**config.mk**
```make
export PLATFORM = sky130hd
export DESIGN_NAME = axis_divider
export DESIGN_NICKNAME = d
export VERILOG_FILES = /design/src/rtl/axis_divider.sv
export SDC_FILE = /design/constraint.sdc
export NUM_CORES = 1
export LEC_CHECK = 0
export ABC_AREA = 1
export BUFFER_PORTS_ARGS = -buffer_cell sky130_fd_sc_hd__buf_4
export CAP_MARGIN = 20
export CORE_MARGIN = 2
export CORE_UTILIZATION = 35
export CTS_CLUSTER_SIZE = 14
export DETAILED_ROUTE_END_ITERATION = 16
export SLEW_MARGIN = 0
export SYNTH_ARGS = -nofsm -noshare
export SYNTH_HDL_FRONTEND = slang
export SYNTH_SLANG_ARGS = --single-unit
```
**constraint.sdc**
```tcl
create_clock -name clk -period 3.1 [get_ports clk]
set_input_delay 0.465 -clock clk [delete_from_list [all_inputs] [get_ports clk]]
set_output_delay 0.465 -clock clk [all_outputs]
set_load 0.02 [all_outputs]
```
**src/rtl/axis_divider.sv**
```systemverilog
// Iterative restoring unsigned divider with valid/ready handshakes on both sides,
// optional round-to-nearest, divide-by-zero flag and a tag carried to the result.
module axis_divider #(
  parameter int DIVIDEND_W = 32,
  parameter int DIVISOR_W  = 13,
  parameter int TAG_W      = 8
) (
  input  logic                  clk,
  input  logic                  rst_n,
  input  logic                  s_valid,
  output logic                  s_ready,
  input  logic [DIVIDEND_W-1:0] s_dividend,
  input  logic [DIVISOR_W-1:0]  s_divisor,
  input  logic                  s_round,
  input  logic [TAG_W-1:0]      s_tag,
  output logic                  m_valid,
  input  logic                  m_ready,
  output logic [DIVIDEND_W-1:0] m_quotient,
  output logic [DIVISOR_W-1:0]  m_remainder,
  output logic                  m_dbz,
  output logic [TAG_W-1:0]      m_tag
);

  localparam int CNT_W = (DIVIDEND_W > 1) ? $clog2(DIVIDEND_W) : 1;

  typedef enum logic [1:0] {IDLE, CALC, FIX, DONE} state_t;

  state_t                state, state_nxt;
  logic [CNT_W-1:0]      cnt;
  logic [DIVIDEND_W-1:0] dq;       // dividend shifts out of the top, quotient shifts in at the bottom
  logic [DIVISOR_W-1:0]  prem;
  logic [DIVISOR_W-1:0]  div_r;
  logic                  rnd_r;
  logic                  dbz_r;
  logic [TAG_W-1:0]      tag_r;

  logic                  accept;
  logic [DIVISOR_W:0]    shifted;
  logic                  ge;
  logic [DIVISOR_W-1:0]  prem_nxt;
  logic [DIVISOR_W+1:0]  twice_rem;
  logic                  round_up;

  assign accept    = s_valid && s_ready;
  assign shifted   = {prem, dq[DIVIDEND_W-1]};
  assign ge        = shifted >= {1'b0, div_r};
  assign prem_nxt  = ge ? DIVISOR_W'(shifted - {1'b0, div_r}) : shifted[DIVISOR_W-1:0];
  assign twice_rem = {1'b0, prem, 1'b0};
  assign round_up  = rnd_r && !dbz_r && (twice_rem >= {2'b00, div_r});

  always_ff @(posedge clk) begin
    if (!rst_n) state <= IDLE;
    else        state <= state_nxt;
  end

  // A zero divisor skips CALC and spends its one cycle in FIX so the
  // result appears one edge after acceptance.
  always_comb begin
    state_nxt = state;
    case (state)
      IDLE: if (accept) state_nxt = (s_divisor == '0) ? FIX : CALC;
      CALC: if (cnt == '0) state_nxt = FIX;
      FIX:  state_nxt = DONE;
      DONE: if (m_ready) state_nxt = IDLE;
      default: state_nxt = IDLE;
    endcase
  end

  always_ff @(posedge clk) begin
    if (!rst_n) begin
      s_ready <= 1'b0;
      m_valid <= 1'b0;
    end else begin
      s_ready <= (state_nxt == IDLE);
      m_valid <= (state_nxt == DONE);
    end
  end

  always_ff @(posedge clk) begin
    if (!rst_n) begin
      cnt         <= '0;
      dq          <= '0;
      prem        <= '0;
      div_r       <= '0;
      rnd_r       <= 1'b0;
      dbz_r       <= 1'b0;
      tag_r       <= '0;
      m_quotient  <= '0;
      m_remainder <= '0;
      m_dbz       <= 1'b0;
      m_tag       <= '0;
    end else begin
      case (state)
        IDLE: if (accept) begin
          cnt   <= CNT_W'(DIVIDEND_W - 1);
          prem  <= '0;
          div_r <= s_divisor;
          rnd_r <= s_round;
          tag_r <= s_tag;
          dbz_r <= (s_divisor == '0);
          dq    <= (s_divisor == '0) ? '1 : s_dividend;
        end
        CALC: begin
          prem <= prem_nxt;
          dq   <= {dq[DIVIDEND_W-2:0], ge};
          cnt  <= cnt - 1'b1;
        end
        FIX: begin
          m_quotient  <= dq + DIVIDEND_W'(round_up);
          m_remainder <= prem;
          m_dbz       <= dbz_r;
          m_tag       <= tag_r;
        end
        default: ;
      endcase
    end
  end

endmodule

```
; After elaboration in Yosys (flattened, before gate mapping)
; Index checks and enable logic that the tools add are counted.
[totals]
ff_bits = 131
in_bits = 58
output_inout_bits = 56
word_cells = 48
[op_classes]
n_addsub = 3
n_lt_le_gt_ge = 2
eq_ne = 5
n_mux = 13
n_reduce_logical = 11
[op_table]
columns = op, n
row1 = 2-to-1 mux 32 bit, 2
row2 = one-hot mux 32 bit (2 select lines), 1
row3 = adder 32 x 1 -> 32 bit, 1
row4 = greater-or-equal comparator 14 x 13 -> 1 bit, 2
row5 = 2-to-1 mux 13 bit, 2
row6 = one-hot mux 13 bit (2 select lines), 1
row7 = zero test 13 bit, 1
row8 = subtractor 13 bit, 1
row9 = one-hot mux 5 bit (2 select lines), 1
row10 = 2-to-1 mux 2 bit, 4
row11 = one-hot mux 2 bit (4 select lines), 1
row12 = "equality test 2 bit, second input constant", 3
row13 = zero test 5 bit, 1
row14 = 2-to-1 mux 5 bit, 1
row15 = "subtractor 5 x 1 -> 5 bit, second input constant", 1
row16 = zero test 2 bit, 2
row17 = AND reduction 2 bit, 2
row18 = logical AND 1 bit, 3
row19 = "equality test 2 x 1 -> 1 bit, second input constant", 1
row20 = "!= test 2 bit, second input constant", 1
row21 = nonzero test 2 bit, 1
row22 = zero test 1 bit, 1

; Logic depth before layout (Yosys ltp)
; Gate-level depths: netlist of run 1.
[logic_depth]
ltp_word = 5
ltp_mapped = 20
ltp_nobuf = 20

; Least setup slack after synthesis of run 1
; OpenSTA, ideal clock, no wires.
[synth_timing]
path_type = flip-flop to flip-flop
start = register div_r[8]
end = register m_quotient[30]
setup_ns = 0.109
arrival_ns = 2.585
required_time_ns = 2.991
setup_slack_ns = 0.406
stages_incl_launch_ff = 20
n_path_buf = 0
synth_period_minus_slack_ns = 2.694
cell_sequence = dfxtp_1 > inv_1 > ha_1 > nand2_2 > nor2_4 > inv_2 > nor2_1 > nand2_1 > a211oi_1 > ha_1 > ha_1 > nand2_1 > nor2_2 > nand3_2 > nor2_1 > and2_1 > or2_2 > nand3_1 > nand2_1 > inv_1
[synth_via]
elab_chain_cells = 3
[synth_rtl]
columns = item, line
row1 = "start, declared", 32  ; logic [DIVISOR_W-1:0] div_r;
row2 = "start signal, assigned", 97  ; div_r <= s_divisor;
row3 = greater-or-equal comparator 14 x 13 -> 1 bit, 49  ; assign round_up = rnd_r && !dbz_r && (twice_rem >= {2'b00, div_r});
row4 = logical AND 1 bit, 49
row5 = adder 32 x 1 -> 32 bit, 109  ; m_quotient <= dq + DIVIDEND_W'(round_up);
row6 = "end signal, assigned", 109
row7 = "end, declared", 18  ; output logic [DIVIDEND_W-1:0] m_quotient,
; No other way between the ends.
; A chain may end at the register's enable or synchronous reset.

; Worst setup path in the final report of run 1
[layout_timing]
start = register div_r[8]
end = register m_quotient[15]
; Same word-level chain as after synthesis.

==> flow_summary.ini, run 1 <==
[worst_hold_path]
hp-class = in -> reg

[clock_network]
cts_tree = built
ctsHtreeMaxLevel = 4
clock_sinks = 131
numCtsBuffers = 17
cts-root-buf = clkbuf_16
clkLatencyLatePin_ns = 0.43
path_clk_slew_ns = 0.06
cts_buffer_depth = 2

[pwr]
sequentialPowerShare = 0.230
p_clk_frac = 0.196
power_switching_mw = 5.12
switching_share = 0.469
intPower_mw = 5.79
power-per-cell-area_nw_per_um2 = 1230
p_leak_nw = 3.85
power.share.combinational = 0.574
ir_drop_mv = 0.975

[synthesis]
ys_seq_elements = 131
ys_top_cells_by_area = dfxtp_1 (38%), nand2_1 (9.5%), nor2_1 (8.1%)
synth-edff-count = 0
synth_cell_types = 45
yosysSeqAreaShare = 0.378
synth_top_area_cell = dfxtp_1
synth_ff_type = dfxtp_1
synth_nets = 1078
netlist_area_um2 = 6950
synth_top_area_share = 0.378
syn_avg_cell_area_um2 = 6.93
yosysWarnings = 0
async_flop_share = 0
syn_inst = 1003

[place]
place_ws_ns = 0.0191
placed_area_um2 = 8030
dp_hpwl_um = 15500
io_buffers = 113
gp_congestion = 0.919

[floorplanning]
die_y_um = 145
io_pins = 114
rows = 51
die_x_um = 145
die_area_um2 = 21000
core_area_um2 = 19500
start_util = 0.357

[cells_and_area]
layout_common_cells = nand2_1 (172), nor2_1 (148), buf_4 (134)
drive_above_1_share = 0.206
area_delta_synth_final_pct = 27.4
fillers = 2056
n_antenna_cell = 0
nets = 1183
final_cell_area_um2 = 8850
final_common_cell = nand2_1

[timing]
finalSetupTns_ns = 0
fmax_mhz = 348
fin_crit_ns = 2.88
fin_skew_ns = 0.00963
drv_slew = 0
finalHoldViolations = 0
layout_setup_ws_ns = 0.224
timing.hold.ws_ns = 0.281
finalCritPeriodShare = 0.928
tightest_slew_ns = 0.895
finalSetupViolations = 0
relSlewSlack = 0.403

[critical_path]
crit_type = reg -> reg
cp_num_buf_inv = 5
cpMostUsedCell = inv_1
crit_path_start_kind = register
worstPathCellList = inv_1 > ha_4 > nand2_2 > nor2_4 > inv_2 > nor2_1 > nand2_1 > a211oi_2 > ha_2 > buf_4 > inv_1 > nor3_4 > nand2_4 > nor2_4 > nand3_2 > xor2_1 > o21ai_1 > inv_1
worstPathArrival_ns = 3.20
crit_family = simple AND/OR/NAND/NOR gates
critPathMaxFanout = 5
slowest_stage = dfxtp_1
critPathCaptureType = register
max_stage_delay_ns = 0.31
crit_required_ns = 3.43

[detailed_routing]
drcViolationCount = 0
final_antenna_net_count = 0
initialDrtViolationCount = 430
wl_per_cell_um = 15.6
first_pass_iters = 5
viasPerCell = 4.98
wl_um = 21600
dr_total_vias = 6898

[grt]
antenna_found_initial = 0
grt_pass1_wl_um = 34100
grt_use_total = 0.211
grt_pass1_vias = 6188
grt_overflow = 0
grt_max_degree = 65

[outcome]
status = completed

[job]
max_cap_viol_count = 0
==> path summary, 6_finish.rpt <==
path	startpoint	end	slack (ns)	cells past startpoint
worst min-delay path	s_tag[5]	tag_r[5]	0.28	3
worst min register to register	tag_r[5]	tag_r[5]	0.48	2
worst max register to register	div_r[8]	m_quotient[15]	0.22	18
worst max-delay path	div_r[8]	m_quotient[15]	0.22	18
==> through the flow <==
| stage | instances | total power, mW | utilization |
|---|---|---|---|
| after detailed placement | 1349 | 8.56 | 0.412 |
| after global routing | 1386 | 11.9 | 0.455 |
| after global placement | 1349 | 8.51 | 0.412 |
| after floorplan | 1003 | 7.05 | - |
| final | 1386 | 10.9 | 0.455 |
| after CTS | 1381 | 10.7 | 0.444 |
==> layout make-up <==
type / count / area [µm²] / area share
timing repair buffer: 134 / 1010 / 0.114
clock buffer: 21 / 470 / 0.0532
multi-input combinational: 685 / 3740 / 0.423
tap: 265 / 332 / 0.0375
clock inverter: 11 / 153 / 0.0173
sequential: 131 / 2620 / 0.296
inverter: 139 / 522 / 0.0590
==> layer usage <==
layer / vias to the layer above / routed length [µm] / track usage
met5: - / 0 / 0
met4: 0 / 419 / 0.0746
met3: 27 / 1270 / 0.0339
met2: 215 / 9280 / 0.311
met1: 3157 / 10700 / 0.309
li1: 3499 / - / -
==> synthesized netlist by cell type (3+ instances only) <==
cell        n
clkbuf_1   31
xor2_1     14
buf_4       7
inv_2      11
o211ai_1   11
nor2_1    150
ha_1       16
a221oi_1   28
a31oi_1     3
buf_2       7
nand4_1    14
o21ai_0    63
inv_1     128
nand3_2    14
a21oi_1    74
a41oi_1     4
nand2_1   176
o21ai_1     6
nand3_1    66
nor2_2      5
dfxtp_1   131
nor3_1     13
xnor2_1     4
==> flip-flops by register name (all words and copies together), names as in the netlist <==
signal	flops
cnt	5
dbz_r	1
div_r	13
dq	32
m_dbz	1
m_quotient	32
m_remainder	13
m_tag	8
m_valid	1
prem	13
rnd_r	1
s_ready	1
state	2
tag_r	8
==> power by group through the flow <==
stage	clock [mW]	sequential, mW	combinational [mW]
after floorplan	0	2.64	4.41
after global placement	0	2.50	6.01
after detailed placement	0	2.51	6.05
after CTS	2.17	2.48	6.06
after global routing	2.25	2.57	7.11
final	2.14	2.51	6.27
==> timing repair <==
| action | CTS | global route |
|---|---|---|
| resized for setup | 0 | 26 |
| setup buffers | 0 | 5 |
| endpoints found under the setup margin | 0 | 17 |
| hold buffers | 0 | 0 |
==> kinds of logic after synthesis <==
kind of cell	after synthesis	synth area share
buf+inv	187	0.108
compound gates	194	0.164
fa+ha+maj	17	0.0317
flops	131	0.378
xor+xnor	18	0.0227
simple gates	456	0.297
==> worst min-delay path, cell delays in order <==
cell and delay, ns:
buf_4 0.07, o21ai_0 0.07, nor2_1 0.07
Power figures use the tool's default switching activity.
==> run 2: changes to the inputs <==
==> constraint.sdc (replaced) <==
create_clock -name clk -period 3.1 [get_ports clk]
set_input_delay 0.155 -clock clk [delete_from_list [all_inputs] [get_ports clk]]
set_output_delay 0.155 -clock clk [all_outputs]
set_load 0.02 [all_outputs]
==> flow_summary.ini, run 2 (synthesis results as in run 1) <==
[grt]
grt_use_total = 0.211
grt_pass1_wl_um = 34200
antenna_found_initial = 0
grt_max_degree = 65
grt_pass1_vias = 6324
grt_overflow = 0

[timing]
relSlewSlack = 0.285
fin_crit_ns = 2.92
finalHoldViolations = 0
timing.hold.ws_ns = 0.0145
finalSetupViolations = 0
finalSetupTns_ns = 0
layout_setup_ws_ns = 0.183
finalCritPeriodShare = 0.941
fin_skew_ns = 0.00905
tightest_slew_ns = 1.07
fmax_mhz = 343
drv_slew = 0

[critical_path]
crit_required_ns = 3.42
crit_path_start_kind = register
crit_type = reg -> reg
crit_end = m_quotient[15]
r2r_end = m_quotient[15]
critPathMaxFanout = 5
crit_path_start = div_r[6]
reg2reg_from = div_r[6]
r2r_slack_ns = 0.18
worstPathArrival_ns = 3.24
critPathCaptureType = register
rr_worst_depth = 18

[floorplanning]
die_y_um = 145
core_area_um2 = 19500
die_x_um = 145
die_area_um2 = 21000
rows = 51
io_pins = 114
start_util = 0.357

[cells_and_area]
reg_top3 = dq (32), m_quotient (32)
area_delta_synth_final_pct = 29.1
final_cell_area_um2 = 8970
final_common_cell = nand2_1
layout_common_cells = nand2_1 (172), nor2_1 (146), buf_4 (135)
final_cells = 1398
nets = 1195
fillers = 2000
drive_above_1_share = 0.208
finalCoreUtilization = 0.461
n_antenna_cell = 0

[clock_network]
path_clk_slew_ns = 0.06
numCtsBuffers = 17
cts_buffer_depth = 2
cts_tree = built
clkLatencyLatePin_ns = 0.43
cts-root-buf = clkbuf_16
ctsHtreeMaxLevel = 4
clock_sinks = 131

[outcome]
status = completed

[detailed_routing]
initialDrtViolationCount = 474
wl_um = 22000
first_pass_iters = 5
viasPerCell = 4.99
final_antenna_net_count = 0
dr_total_vias = 6970
drcViolationCount = 0
wl_per_cell_um = 15.7

[job]
max_cap_viol_count = 0

[place]
placed_cells = 1348
dp_hpwl_um = 15500
placed_area_um2 = 8020
gp_congestion = 0.933
io_buffers = 113
place_ws_ns = -0.0108

[pwr]
ir_drop_mv = 0.886
p_leak_nw = 3.90
total_power_mw = 10.9
power-per-cell-area_nw_per_um2 = 1220

[worst_hold_path]
hp-class = in -> reg
## run 2: cell count changes in the layout (fill, tap and decap cells not counted), moves of 2 or more
cell,before,now
clkbuf_8,3,0
clkinvlp_4,3,1
nor2_4,5,8
inv_6,0,3
clkinv_4,4,6
dlygate4sd3_1,0,11
nor2_1,148,146
## run 2: final cells by class
cell class,count,area [µm²],share of cell area
Clock buffer,18,429,0.0479
Clock inverter,14,156,0.0174
Inverter,139,522,0.0582
Multi-Input combinational cell,685,3780,0.422
Sequential cell,131,2620,0.292
Tap cell,265,332,0.0370
Timing Repair Buffer,146,1120,0.125
## run 2: worst max-delay path, cell delays in order (launching register included)
cell	delay, ns
dfxtp_1	0.31
inv_1	0.07
ha_4	0.31
nand2_4	0.07
nor2_4	0.15
inv_2	0.04
nor2_2	0.11
nand2_1	0.08
a211oi_2	0.26
ha_2	0.23
buf_4	0.11
inv_1	0.06
nor3_4	0.21
nand2_4	0.10
nor2_4	0.20
nand3_2	0.14
xor2_1	0.19
o21ai_1	0.13
inv_1	0.04
## run 2: what timing repair did
action | in CTS | in global routing
hold buffers | 11 | 0
setup endpoints to repair | 1 | 18
gates cloned | 0 | 0
setup buffers | 2 | 5
pin swaps | 1 | 14
hold endpoints to repair | 11 | 0
resized for setup | 2 | 31
## run 2: power by group
part	switching (mW)	internal, mW
sequential	0.367	2.15
clock	0.825	1.19
combinational	4.01	2.37
## run 2: layer usage
metal,wire length (µm),vias to the layer above,track usage
li1,-,3520,-
met1,10800,3198,0.307
met2,9390,226,0.309
met3,1360,26,0.0405
met4,434,0,0.0766
met5,0,-,0
## run 2: how the worst min path moves through the flow
stage	startpoint	endpoint	slack (ns)	cells past startpoint
final	s_dividend[24]	dq[24]	0.01	3
after CTS	s_dividend[22]	dq[22]	0.0006	3
after floorplan	s_divisor[0]	div_r[0]	0.30	2
after global routing	s_dividend[22]	dq[22]	0.007	3
after global placement	s_tag[5]	tag_r[5]	0.40	3
after detailed placement	s_tag[5]	tag_r[5]	0.41	3
